--- config.mk ---
export PLATFORM = sky130hd
export DESIGN_NAME = cmp_result_counter
export DESIGN_NICKNAME = d
export VERILOG_FILES = /design/src/rtl/cmp_result_counter.sv
export SDC_FILE = /design/constraint.sdc
export NUM_CORES = 1
export LEC_CHECK = 0
export BUFFER_PORTS_ARGS = -buffer_cell sky130_fd_sc_hd__buf_2
export CAP_MARGIN = 20
export CORE_ASPECT_RATIO = 0.9
export CORE_UTILIZATION = 53
export DETAILED_ROUTE_END_ITERATION = 6
export PLACE_DENSITY_LB_ADDON = 0.2
export RECOVER_POWER = 50
export SLEW_MARGIN = 25
export SYNTH_ARGS = -nofsm -noshare
export SYNTH_HDL_FRONTEND = slang
export SYNTH_SLANG_ARGS = --single-unit
--- constraint.sdc ---
create_clock -name clk -period 2.3 [get_ports clk]
set_input_delay 0 -clock clk [delete_from_list [all_inputs] [get_ports clk]]
set_output_delay 0 -clock clk [all_outputs]
set_load 0.02 [all_outputs]
--- src/rtl/cmp_result_counter.sv ---
// Comparator result counter: tallies A>B / A=B / A<B flags over a run of samples.
// Optional CMP_ONEHOT_CHECK_EN rejects non-one-hot flag samples and raises a sticky err.
//
// state  | meaning
// S_IDLE | waiting for start, counters hold
// S_RUN  | accepting valid samples
// S_DONE | run finished, counts and err frozen until start/rst
module cmp_result_counter #(
    parameter int N_SAMPLES = 16
) (
    input  logic       clk,
    input  logic       rst,
    input  logic       start,
    input  logic       stop,
    input  logic       valid,
    input  logic       f1,
    input  logic       f2,
    input  logic       f3,
    output logic [7:0] gt_cnt,
    output logic [7:0] eq_cnt,
    output logic [7:0] lt_cnt,
    output logic [7:0] samples,
    output logic       busy,
    output logic       done,
    output logic       err
);

    typedef enum logic [1:0] {
        S_IDLE = 2'd0,
        S_RUN  = 2'd1,
        S_DONE = 2'd2
    } state_t;

    state_t     state_q, state_d;
    logic [7:0] gt_d, eq_d, lt_d, samples_d;
    logic       run_hit;

    function automatic logic [7:0] sat_inc(input logic [7:0] x);
        return (x == 8'hFF) ? x : x + 8'd1;
    endfunction

`ifdef CMP_ONEHOT_CHECK_EN
    logic err_d;
`endif

    always_comb begin
        state_d   = state_q;
        gt_d      = gt_cnt;
        eq_d      = eq_cnt;
        lt_d      = lt_cnt;
        samples_d = samples;
        run_hit   = 1'b0;
`ifdef CMP_ONEHOT_CHECK_EN
        err_d     = err;
`endif
        case (state_q)
            S_IDLE, S_DONE: begin
                if (start) begin
                    gt_d      = 8'd0;
                    eq_d      = 8'd0;
                    lt_d      = 8'd0;
                    samples_d = 8'd0;
`ifdef CMP_ONEHOT_CHECK_EN
                    err_d     = 1'b0;
`endif
                    state_d   = S_RUN;
                end
            end
            S_RUN: begin
                if (start) begin
                    // restart wins over a coincident stop or sample
                    gt_d      = 8'd0;
                    eq_d      = 8'd0;
                    lt_d      = 8'd0;
                    samples_d = 8'd0;
`ifdef CMP_ONEHOT_CHECK_EN
                    err_d     = 1'b0;
`endif
                end else begin
                    if (valid) begin
                        samples_d = sat_inc(samples);
`ifdef CMP_ONEHOT_CHECK_EN
                        if ({f1, f2, f3} inside {3'b100, 3'b010, 3'b001}) begin
                            if (f1)      gt_d = sat_inc(gt_cnt);
                            else if (f2) eq_d = sat_inc(eq_cnt);
                            else         lt_d = sat_inc(lt_cnt);
                        end else begin
                            err_d = 1'b1;
                        end
`else
                        if (f1)      gt_d = sat_inc(gt_cnt);
                        else if (f2) eq_d = sat_inc(eq_cnt);
                        else if (f3) lt_d = sat_inc(lt_cnt);
`endif
                        run_hit = (N_SAMPLES != 0) && (samples != 8'hFF)
                                  && (int'(samples_d) == N_SAMPLES);
                    end
                    if (stop || run_hit) state_d = S_DONE;
                end
            end
            default: state_d = S_IDLE;
        endcase
    end

    always_ff @(posedge clk) begin
        if (rst) begin
            state_q <= S_IDLE;
            gt_cnt  <= 8'd0;
            eq_cnt  <= 8'd0;
            lt_cnt  <= 8'd0;
            samples <= 8'd0;
            busy    <= 1'b0;
            done    <= 1'b0;
        end else begin
            state_q <= state_d;
            gt_cnt  <= gt_d;
            eq_cnt  <= eq_d;
            lt_cnt  <= lt_d;
            samples <= samples_d;
            busy    <= (state_d == S_RUN);
            done    <= (state_d == S_DONE);
        end
    end

`ifdef CMP_ONEHOT_CHECK_EN
    always_ff @(posedge clk) begin
        if (rst) err <= 1'b0;
        else     err <= err_d;
    end
`else
    assign err = 1'b0;
`endif

endmodule

Yosys cells after proc, flatten, opt, wreduce, memory -nomap -nowiden
Index checks and enable logic that the tools add are counted.
{"block": "word_totals", "mem_bits_rw": 0, "input_bits": 8, "ff_bits": 36, "memories": 0, "out_inout_bits": 35, "latch_bits": 0, "romBits": 0}
{"block": "classes", "div": 0, "eq_ne": 20, "muxes": 30, "reduce_logical": 9, "addsub": 4, "shifts": 0, "multipliers": 0, "order_cmp": 0, "n_bitwise": 0}
{"cell": "$mux 8", "n": 19}
{"cell": "$pmux 8 s2", "n": 4}
{"cell": "$add 8x1->8 const B", "n": 4}
{"cell": "$eq 8x8->1 const B", "n": 4}
{"cell": "$ne 3x3->1 const B", "n": 9}
{"cell": "$eq 8x6->1 const B", "n": 1}
{"cell": "$ne 8x8->1 const B", "n": 1}
{"cell": "$reduce_and 7->1", "n": 1}
{"cell": "$mux 2", "n": 3}
{"cell": "$reduce_and 6->1", "n": 1}
{"cell": "$reduce_and 5->1", "n": 1}
{"cell": "$eq 2x1->1 const B", "n": 2}
{"cell": "$eq 2x2->1 const B", "n": 2}
{"cell": "$pmux 2 s2", "n": 1}
{"cell": "$mux 1", "n": 3}
{"cell": "$reduce_and 3->1", "n": 1}
{"cell": "$logic_not 2->1", "n": 1}
{"cell": "$ne 2x2->1 const B", "n": 1}
{"cell": "$reduce_bool 2->1", "n": 1}
{"cell": "$reduce_or 2->1", "n": 1}
{"cell": "$logic_and 1x1->1", "n": 1}
{"cell": "$logic_or 1x1->1", "n": 1}

Logic depth before layout (Yosys ltp)
Gate-level depths: netlist (run 1).
{"block": "logic_depth", "depth_word": 12, "mapped_depth": 7, "mapped_depth_nobuf": 6}

Worst setup path after synthesis (run 1)
Ideal clock, no wire load.
{"block": "synth_path", "path_type": "register to register", "startpoint": "reg samples[0]", "endpoint": "reg busy", "path_stages_with_launch": 8, "path_buffers": 1, "t_required_ns": 2.166, "t_arrival_ns": 1.834, "setup_slack_ns": 0.332, "cell_sequence": "dfxtp_1 > ha_1 > buf_2 > and4_1 > and2_1 > o21a_1 > o311ai_0 > a21oi_1"}
{"block": "synth_via", "elab_chain_len": 12, "elab_cells_between_ends": 14, "classes_between": "add/sub (1); eq/ne (4); mux (7); reduce/logical (2)"}
{"element": "start, declared", "line_no": "22", "text": "output logic [7:0] samples,"}
{"element": "start signal, assigned", "line_no": "119", "text": "samples <= samples_d;"}
{"element": "$add 8x1->8 / $eq 8x8->1 (equally long branches)", "line_no": "39", "text": "return (x == 8'hFF) ? x : x + 8'd1;"}
{"element": "$mux 8", "line_no": "39"}
{"element": "$eq 8x6->1", "line_no": "96", "text": "&& (int'(samples_d) == N_SAMPLES);"}
{"element": "$logic_and 1x1->1 *", "line_no": "96"}
{"element": "$mux 1 *", "line_no": "80", "text": "if (valid) begin"}
{"element": "$mux 1 *", "line_no": "70", "text": "if (start) begin"}
{"element": "$mux 1 *", "line_no": "56", "text": "case (state_q)"}
{"element": "$logic_or 1x1->1 *", "line_no": "98", "text": "if (stop || run_hit) state_d = S_DONE;"}
{"element": "$mux 2 *", "line_no": "98"}
{"element": "$mux 2 *", "line_no": "70"}
{"element": "$pmux 2 s2 *", "line_no": "56"}
{"element": "$eq 2x1->1 *", "line_no": "120", "text": "busy <= (state_d == S_RUN);"}
{"element": "end signal, assigned", "line_no": "120"}
{"element": "end, declared", "line_no": "23", "text": "output logic busy,"}
Every way passes the cells marked *; elsewhere a longest branch is shown, timed or not. The select of a mux whose other input is x is not followed.
A chain may end at the register's enable or synchronous reset.

Final worst setup path (run 1)
{"block": "layout_path", "startpoint": "reg samples[0]", "endpoint": "reg state_q[0]"}
{"block": "layout_via", "elab_chain_len": 11, "elab_cells_between_ends": 13, "classes_between": "add/sub (1); eq/ne (3); mux (7); reduce/logical (2)"}
{"element": "$add 8x1->8 / $eq 8x8->1 (equally long branches)", "line_no": "39"}
{"element": "$mux 8", "line_no": "39"}
{"element": "$eq 8x6->1", "line_no": "96"}
{"element": "$logic_and 1x1->1 *", "line_no": "96"}
{"element": "$mux 1 *", "line_no": "80"}
{"element": "$mux 1 *", "line_no": "70"}
{"element": "$mux 1 *", "line_no": "56"}
{"element": "$logic_or 1x1->1 *", "line_no": "98"}
{"element": "$mux 2 *", "line_no": "98"}
{"element": "$mux 2 *", "line_no": "70"}
{"element": "$pmux 2 s2 *", "line_no": "56"}
{"element": "end signal, assigned", "line_no": "115", "text": "state_q <= state_d;"}
{"element": "end, declared", "line_no": "34", "text": "state_t state_q, state_d;"}
Marks and branches as above.

==> metrics.md, run 1 <==
| Metric | Value |
|---|---|
| 1st-iter DRT viols | `102` |
| Max Root-Sink Buffers | `2` |
| Final min period | `2.04 ns` |
| CTS tree | `built` |
| FF+latch count, synth | `36` |
| Largest net degree at the start of global routing | `20` |
| Layout cells sized above 1 | `11.3%` |
| Data required time at the worst endpoint | `2.46 ns` |
| CTS buffer count | `5` |
| Vias in the first global route | `1491` |
| Post-CTS Hold Fix Bufs | `0` |
| Placed Cells | `302` |
| Mapped cell area | `0.00189 sq mm` |
| YS warnings | `0` |
| Final setup TNS | `0 ns` |
| Final period util | `88.8%` |
| Most frequent cell after synthesis | `dfxtp_1` |
| Ys flop type | `dfxtp_1` |
| Max FO, Critical Path | `8` |
| Post-Layout Cell Count | `310` |
| Max Clk Rate | `490 MHz` |
| Clock Latency Late Sink | `0.28 ns` |
| Max VDD drop | `565 uV` |
| Status | `finished clean` |
| Total number of vias | `1774` |
| Post-layout util | `64.7%` |
| Worst setup SP type | `register` |
| Setup crit end kind | `register` |
| Final estimated routing congestion in global placement | `0.771` |
| Effective utilization at floorplan | `55.9%` |
| Slew Limit Fails | `0` |
| Final setup fails | `0` |
| First-pass GRT wire length | `6.87 mm` |
| DIE HEIGHT | `58.6 microns` |
| I/O pin count | `43` |
| Drt via density | `5.72` |
| Syn-to-layout area delta | `15.8%` |
| LEAKAGE | `0.731 nW` |
| Combined global-route utilization of all metal layers | `23.3%` |
| HPWL Detailed | `2.95 mm` |
| Headroom to the max-slew limit | `46.9%` |
| WP buf/inv | `0` |
| Rows | `20` |
| CP top delay family | `compound AO/OA/AOI/OAI gates` |
| Final hold vios | `0` |
| Fin Hold WS | `0.0653 ns` |
| Fill count | `319` |
| Cell chain of the critical path | `ha_1 -> and4_1 -> and2_1 -> o21a_1 -> o311ai_0 -> a21oi_1` |
| Slowest CP cell | `o311ai_0` |
| I/O Buffers | `41` |
| Total Routed Length | `4.15 mm` |
| # diodes | `0` |
| Worst-margin pin slew | `0.797 ns` |
| DR DRC count | `0` |
| Postcts setup bufs | `0` |
| Cts repair resizes | `0` |
| Tot Pwr | `1.26 mW` |
| Skew final | `0.00631 ns` |
| Die ar. | `0.00381 sq mm` |
| Sink Count | `36` |
| Post-synth ARST share | `0%` |
| Gate Count Post-Synth | `226` |
| DRT antenna net count | `0` |
| Worst Hold Class | `primary input to register` |
| Total global routing overflow | `0` |
| Die W | `64.9 microns` |
| Pwr Density | `578 mW/mm^2` |
| H-tree Lvls | `2` |
| Area leader, netlist | `dfxtp_1` |
| Share of the yosys chip area belonging to registers | `38.2%` |
| Commonest cells in the netlist | `dfxtp_1, a21oi_1, nand2_1, nor2_1, o21ai_0` |
| Crit Path Class | `register to register` |
| Worst Path Arrival | `2.20 ns` |
| Synth top area cells | `dfxtp_1, a21oi_1, o21ai_0` |
| Initial antenna violation count | `0` |
| Max-cap violations | `0` |
| Drt pass-1 iters | `5` |
| RSZ-0062 raised after global routing | `false` |
| Slowest cell delay on critical path | `0.46 ns` |
| Top-area cell type share of the netlist area | `38.2%` |
| Drt wl/cell | `13.4 microns` |
| Post-synth EDFFs | `0` |
| Layout Nets | `277` |
| Avg Inst Size Synth | `8.35 sq um` |
| Syn Nets | `238` |
| Core Area | `0.00338 sq mm` |
| Synth cell types | `50` |
| Clock transition at path regs | `0.07 ns` |
| Clock Root Buffer | `clkbuf_8` |
## power by group
part,switching [mW],leakage [nW],internal (mW)
combinational,0.0585,0.386,0.0289
clock,0.223,0.0541,0.321
sequential,0.00560,0.291,0.628
total,0.287,0.731,0.978
## worst register-to-register path: stages (launching register included)
cell      delay, ns
dfxtp_1        0.36
ha_1           0.31
and4_1         0.28
and2_1         0.19
o21a_1         0.18
o311ai_0       0.46
a21oi_1        0.14
## stage by stage
stage,setup slack (ns),area [sq um]
2_1_floorplan,0.332,1890
3_3_place_gp,0.375,2120
4_1_cts,0.264,2230
3_5_place_dp,0.283,2120
5_1_grt,0.129,2190
6_report,0.258,2190
## layer usage
layer / global-route usage, % / share of wire, % / routed length [microns] / vias to the layer above
li1: - / - / - / 909
met1: 33.2 / 51 / 2130 / 811
met2: 35.1 / 43 / 1780 / 52
met3: 4.65 / 5.2 / 214 / 2
met4: 7.62 / 0.51 / 21 / 0
met5: 0 / 0 / 0 / -
## path summary, 6_finish.rpt
kind	cells after the start	to	from	slack, ns
max	6	state_q[0]	samples[0]	0.26
min	3	gt_cnt[2]	f1	0.07
max reg2reg	6	state_q[0]	samples[0]	0.26
min reg2reg	2	eq_cnt[7]	eq_cnt[7]	0.49
## flip-flops by register name, indices dropped and copies added (netlist names)
name     flops
eq_cnt       8
gt_cnt       8
lt_cnt       8
samples      8
state_q      2
busy         1
done         1
## layout make-up
cell class | instances | area (sq um) | share of cell area, %
multi-input cells | 175 | 1100 | 50.5
flip-flops and latches | 36 | 721 | 33.0
repair buffers | 44 | 185 | 8.47
clock buffers | 5 | 68.8 | 3.15
well taps | 44 | 55.1 | 2.52
clock inverters | 3 | 42.5 | 1.95
inverters | 3 | 11.3 | 0.515
## cells in the final DEF (no fill, tap or decap), drive strengths merged, types with 2 or more instances in the layout
cell type	netlist	routed
clkbuf	7	39
dfxtp	36	36
a21oi	23	23
nand2	19	19
nor2	19	19
o21ai	15	15
nand3	12	12
nand4	11	11
buf	5	10
or3	8	8
and3	7	7
xor2	6	6
and2	6	6
a211oi	5	5
ha	4	4
nor3	3	3
and4	3	3
inv	3	3
o31ai	3	3
nor2b	2	2
nand2b	2	2
mux2i	2	2
xnor2	2	2
a41oi	2	2
or4	2	2
o21ba	2	2
a31oi	2	2
## kinds of logic after synthesis
| kind of cell | after synthesis | share of synthesized area [%] |
|---|---|---|
| xor+xnor | 8 | 3.71 |
| buf+inv | 15 | 3.38 |
| fa+ha+maj | 4 | 2.65 |
| mux | 2 | 1.06 |
| simple gates | 102 | 31.0 |
| flops | 36 | 38.2 |
| compound gates | 58 | 19.8 |
| other cells | 1 | 0.199 |
Power figures use the tool's default switching activity.
==> run 2, diff against run 1 <==
--- a/config.mk
+++ b/config.mk
@@ -8,10 +8,12 @@
 export BUFFER_PORTS_ARGS = -buffer_cell sky130_fd_sc_hd__buf_2
 export CAP_MARGIN = 20
 export CORE_ASPECT_RATIO = 0.9
-export CORE_UTILIZATION = 53
+export CORE_UTILIZATION = 48
 export DETAILED_ROUTE_END_ITERATION = 6
+export GPL_ROUTABILITY_DRIVEN = 0
 export PLACE_DENSITY_LB_ADDON = 0.2
 export RECOVER_POWER = 50
+export REMOVE_ABC_BUFFERS = 1
 export SLEW_MARGIN = 25
 export SYNTH_ARGS = -nofsm -noshare
 export SYNTH_HDL_FRONTEND = slang
==> constraint.sdc (replaced) <==
create_clock -name clk -period 1.8 [get_ports clk]
set_input_delay 0 -clock clk [delete_from_list [all_inputs] [get_ports clk]]
set_output_delay 0 -clock clk [all_outputs]
set_load 0.02 [all_outputs]
==> run 2 against run 1 <==
Hold slack worse by 0.037 ns. Clock skew is 0.0023 ns lower. Total power grew 21%. Core utilization is 0.18 points higher. Sequential power grew 27%.
==> metrics.md, run 2 (synthesis results as in run 1) <==
| Metric | Value |
|---|---|
| Status | `finished clean` |
| Initial antenna violation count | `0 (unchanged)` |
| Syn-to-layout area delta | `28.3%` |
| Combined global-route utilization of all metal layers | `23.4% (+0.18 points)` |
| CTS buffer count | `5 (unchanged)` |
| Pwr Density | `634 mW/mm^2 (+9.6%)` |
| WP buf/inv | `0 (unchanged)` |
| Rows | `21 (+5.0%)` |
| CP top delay family | `simple AND/OR/NAND/NOR gates` |
| I/O pin count | `43 (unchanged)` |
| I/O Buffers | `41 (unchanged)` |
| CTS tree | `built` |
| First-pass GRT wire length | `7.13 mm (+3.8%)` |
| Total global routing overflow | `0 (unchanged)` |
| Core Area | `0.00373 sq mm (+10%)` |
| Drt pass-1 iters | `4 (-1)` |
| DIE HEIGHT | `61.5 microns (+4.9%)` |
| Worst Hold Depth | `4 (+1)` |
| Fin Hold WS | `0.0283 ns (-0.0370 ns)` |
| Worst setup SP type | `register` |
| 1st-iter DRT viols | `77 (-25%)` |
| Total number of vias | `1900 (+7.1%)` |
| Final hold vios | `0 (unchanged)` |
| Max VDD drop | `447 uV (-21%)` |
| Skew final | `0.00397 ns (-0.00234 ns)` |
| Max-cap violations | `0 (unchanged)` |
| Slowest CP cell | `or4_1` |
| Clock Latency Late Sink | `0.29 ns (about the same)` |
| Logic pwr share | `9.3% (+2.4 points)` |
| Most frequent cells in the layout | `dfxtp_1, buf_4, clkbuf_1` |
| HPWL Detailed | `3.44 mm (+17%)` |
| Clock network fraction of total power | `38.1% (-4.9 points)` |
| Max Clk Rate | `575 MHz (+17%)` |
| Worst Path Arrival | `1.96 ns (-0.24 ns)` |
| Drt wl/cell | `14.0 microns (+4.7%)` |
| DR DRC count | `0 (unchanged)` |
| LEAKAGE | `0.905 nW (+24%)` |
| Vias in the first global route | `1575 (+5.6%)` |
| Worst Hold Class | `primary input to register` |
| Clock transition at path regs | `0.07 ns (about the same)` |
| # diodes | `0 (unchanged)` |
| Seq pwr share | `52.6% (+2.5 points)` |
| RSZ-0062 raised after global routing | `true` |
| DRT antenna net count | `0 (unchanged)` |
| Pre-CTS setup slack | `-0.0844 ns (-0.367 ns)` |
| Drt via density | `5.64 (-1.5%)` |
| Clock Root Buffer | `clkbuf_8` |
| H-tree Lvls | `2 (unchanged)` |
| Sw Ratio | `23.7% (+0.96 points)` |
| Max Root-Sink Buffers | `2 (unchanged)` |
| Die W | `68.1 microns (+4.9%)` |
| Crit Path Class | `register to register` |
| Data required time at the worst endpoint | `2.02 ns (-0.44 ns)` |
| Setup WS post-layout | `0.0599 ns (-0.198 ns)` |
| Internal power | `1.17 mW (+20%)` |
| Final setup fails | `0 (unchanged)` |
| Critical Path Stages | `5 (-1)` |
| Max FO, Critical Path | `10 (+2)` |
| Sink Count | `36 (unchanged)` |
| Die ar. | `0.00419 sq mm (+10%)` |
| Setup crit end kind | `register` |
| Slew Limit Fails | `0 (unchanged)` |
| Layout cells sized above 1 | `25.4% (+14 points)` |
| Total Routed Length | `4.73 mm (+14%)` |
| Most common cell after layout, fill and taps aside | `dfxtp_1` |
| Cell chain of the critical path | `and2_4 -> nor4b_4 -> a21oi_4 -> or4_1 -> a21oi_1` |
| Effective utilization at floorplan | `50.6% (-5.3 points)` |
| Sw Pwr | `0.363 mW (+27%)` |
| Layout Nets | `302 (+9.0%)` |
| Final period util | `96.7% (+7.9 points)` |
| Slowest cell delay on critical path | `0.49 ns (+0.03 ns)` |
| Final min period | `1.74 ns (-0.302 ns)` |
| Largest net degree at the start of global routing | `19 (-5.0%)` |
| FF-to-FF path depth | `5 (-1)` |
run 2: changes by cell type in the layout (fill, tap and decap cells not counted), sizes merged:
cell / before / now
buf: 10 / 47
bufinv: 1 / 0
clkbuf: 39 / 30
clkinv: 1 / 0
clkinvlp: 1 / 0
run 2: cell type report:
class / instances / area [sq um]
clock buffers: 8 / 90.1
fillers: 357 / 1310
inverters: 3 / 11.3
multi-input cells: 175 / 1150
flip-flops and latches: 36 / 724
well taps: 46 / 57.6
repair buffers: 69 / 392
run 2: power by group through the flow:
stage | Combinational, mW | Sequential, mW | Clock [mW]
after global routing | 0.153 | 0.808 | 0.631
after floorplan | 0.0608 | 0.832 | 0
after CTS | 0.139 | 0.807 | 0.603
after global placement | 0.131 | 0.825 | 0
final | 0.142 | 0.808 | 0.585
after detailed placement | 0.133 | 0.825 | 0
run 2: stage by stage:
step / power (mW) / area [sq um] / instances / util, % / TNS, ns
after CTS: 1.55 / 2410 / 338 / 64.6 / 0
after detailed placement: 0.958 / 2300 / 328 / 61.7 / -0.154
after global routing: 1.59 / 2420 / 337 / 64.9 / -0.00682
after global placement: 0.956 / 2300 / 328 / 61.7 / 0
after floorplan: 0.893 / 1840 / 214 / - / -0.989
final: 1.54 / 2420 / 337 / 64.9 / 0
run 2: metal layers:
metal | up-vias | part of all wire (%) | global-route usage [%] | wire, microns
met5 | - | 0 | 0 | 0
met3 | 11 | 6.4 | 5.74 | 303
li1 | 961 | - | - | -
met1 | 868 | 48 | 31.0 | 2250
met4 | 0 | 2.0 | 10.1 | 96
met2 | 60 | 44 | 36.4 | 2070
run 2: repair_timing:
item,CTS,global route
endpoints found under the setup margin,3,9
gates resized for setup,3,10
hold buffers,0,0
buffers inserted,2,0
gates cloned,0,0
pin swaps,3,4
run 2: path summary, 6_finish.rpt:
| path | start | to | slack, ns |
|---|---|---|---|
| setup / recovery | state_q[0] | eq_cnt[7] | 0.06 |
| hold reg to reg | lt_cnt[1] | lt_cnt[1] | 0.50 |
| hold / removal | stop | state_q[0] | 0.03 |
| setup reg to reg | state_q[0] | eq_cnt[7] | 0.06 |
run 2: worst min-delay path, cell delays in order:
cell and delay [ns]:
buf_2 0.10, inv_1 0.04, o311ai_2 0.07, a21oi_1 0.07
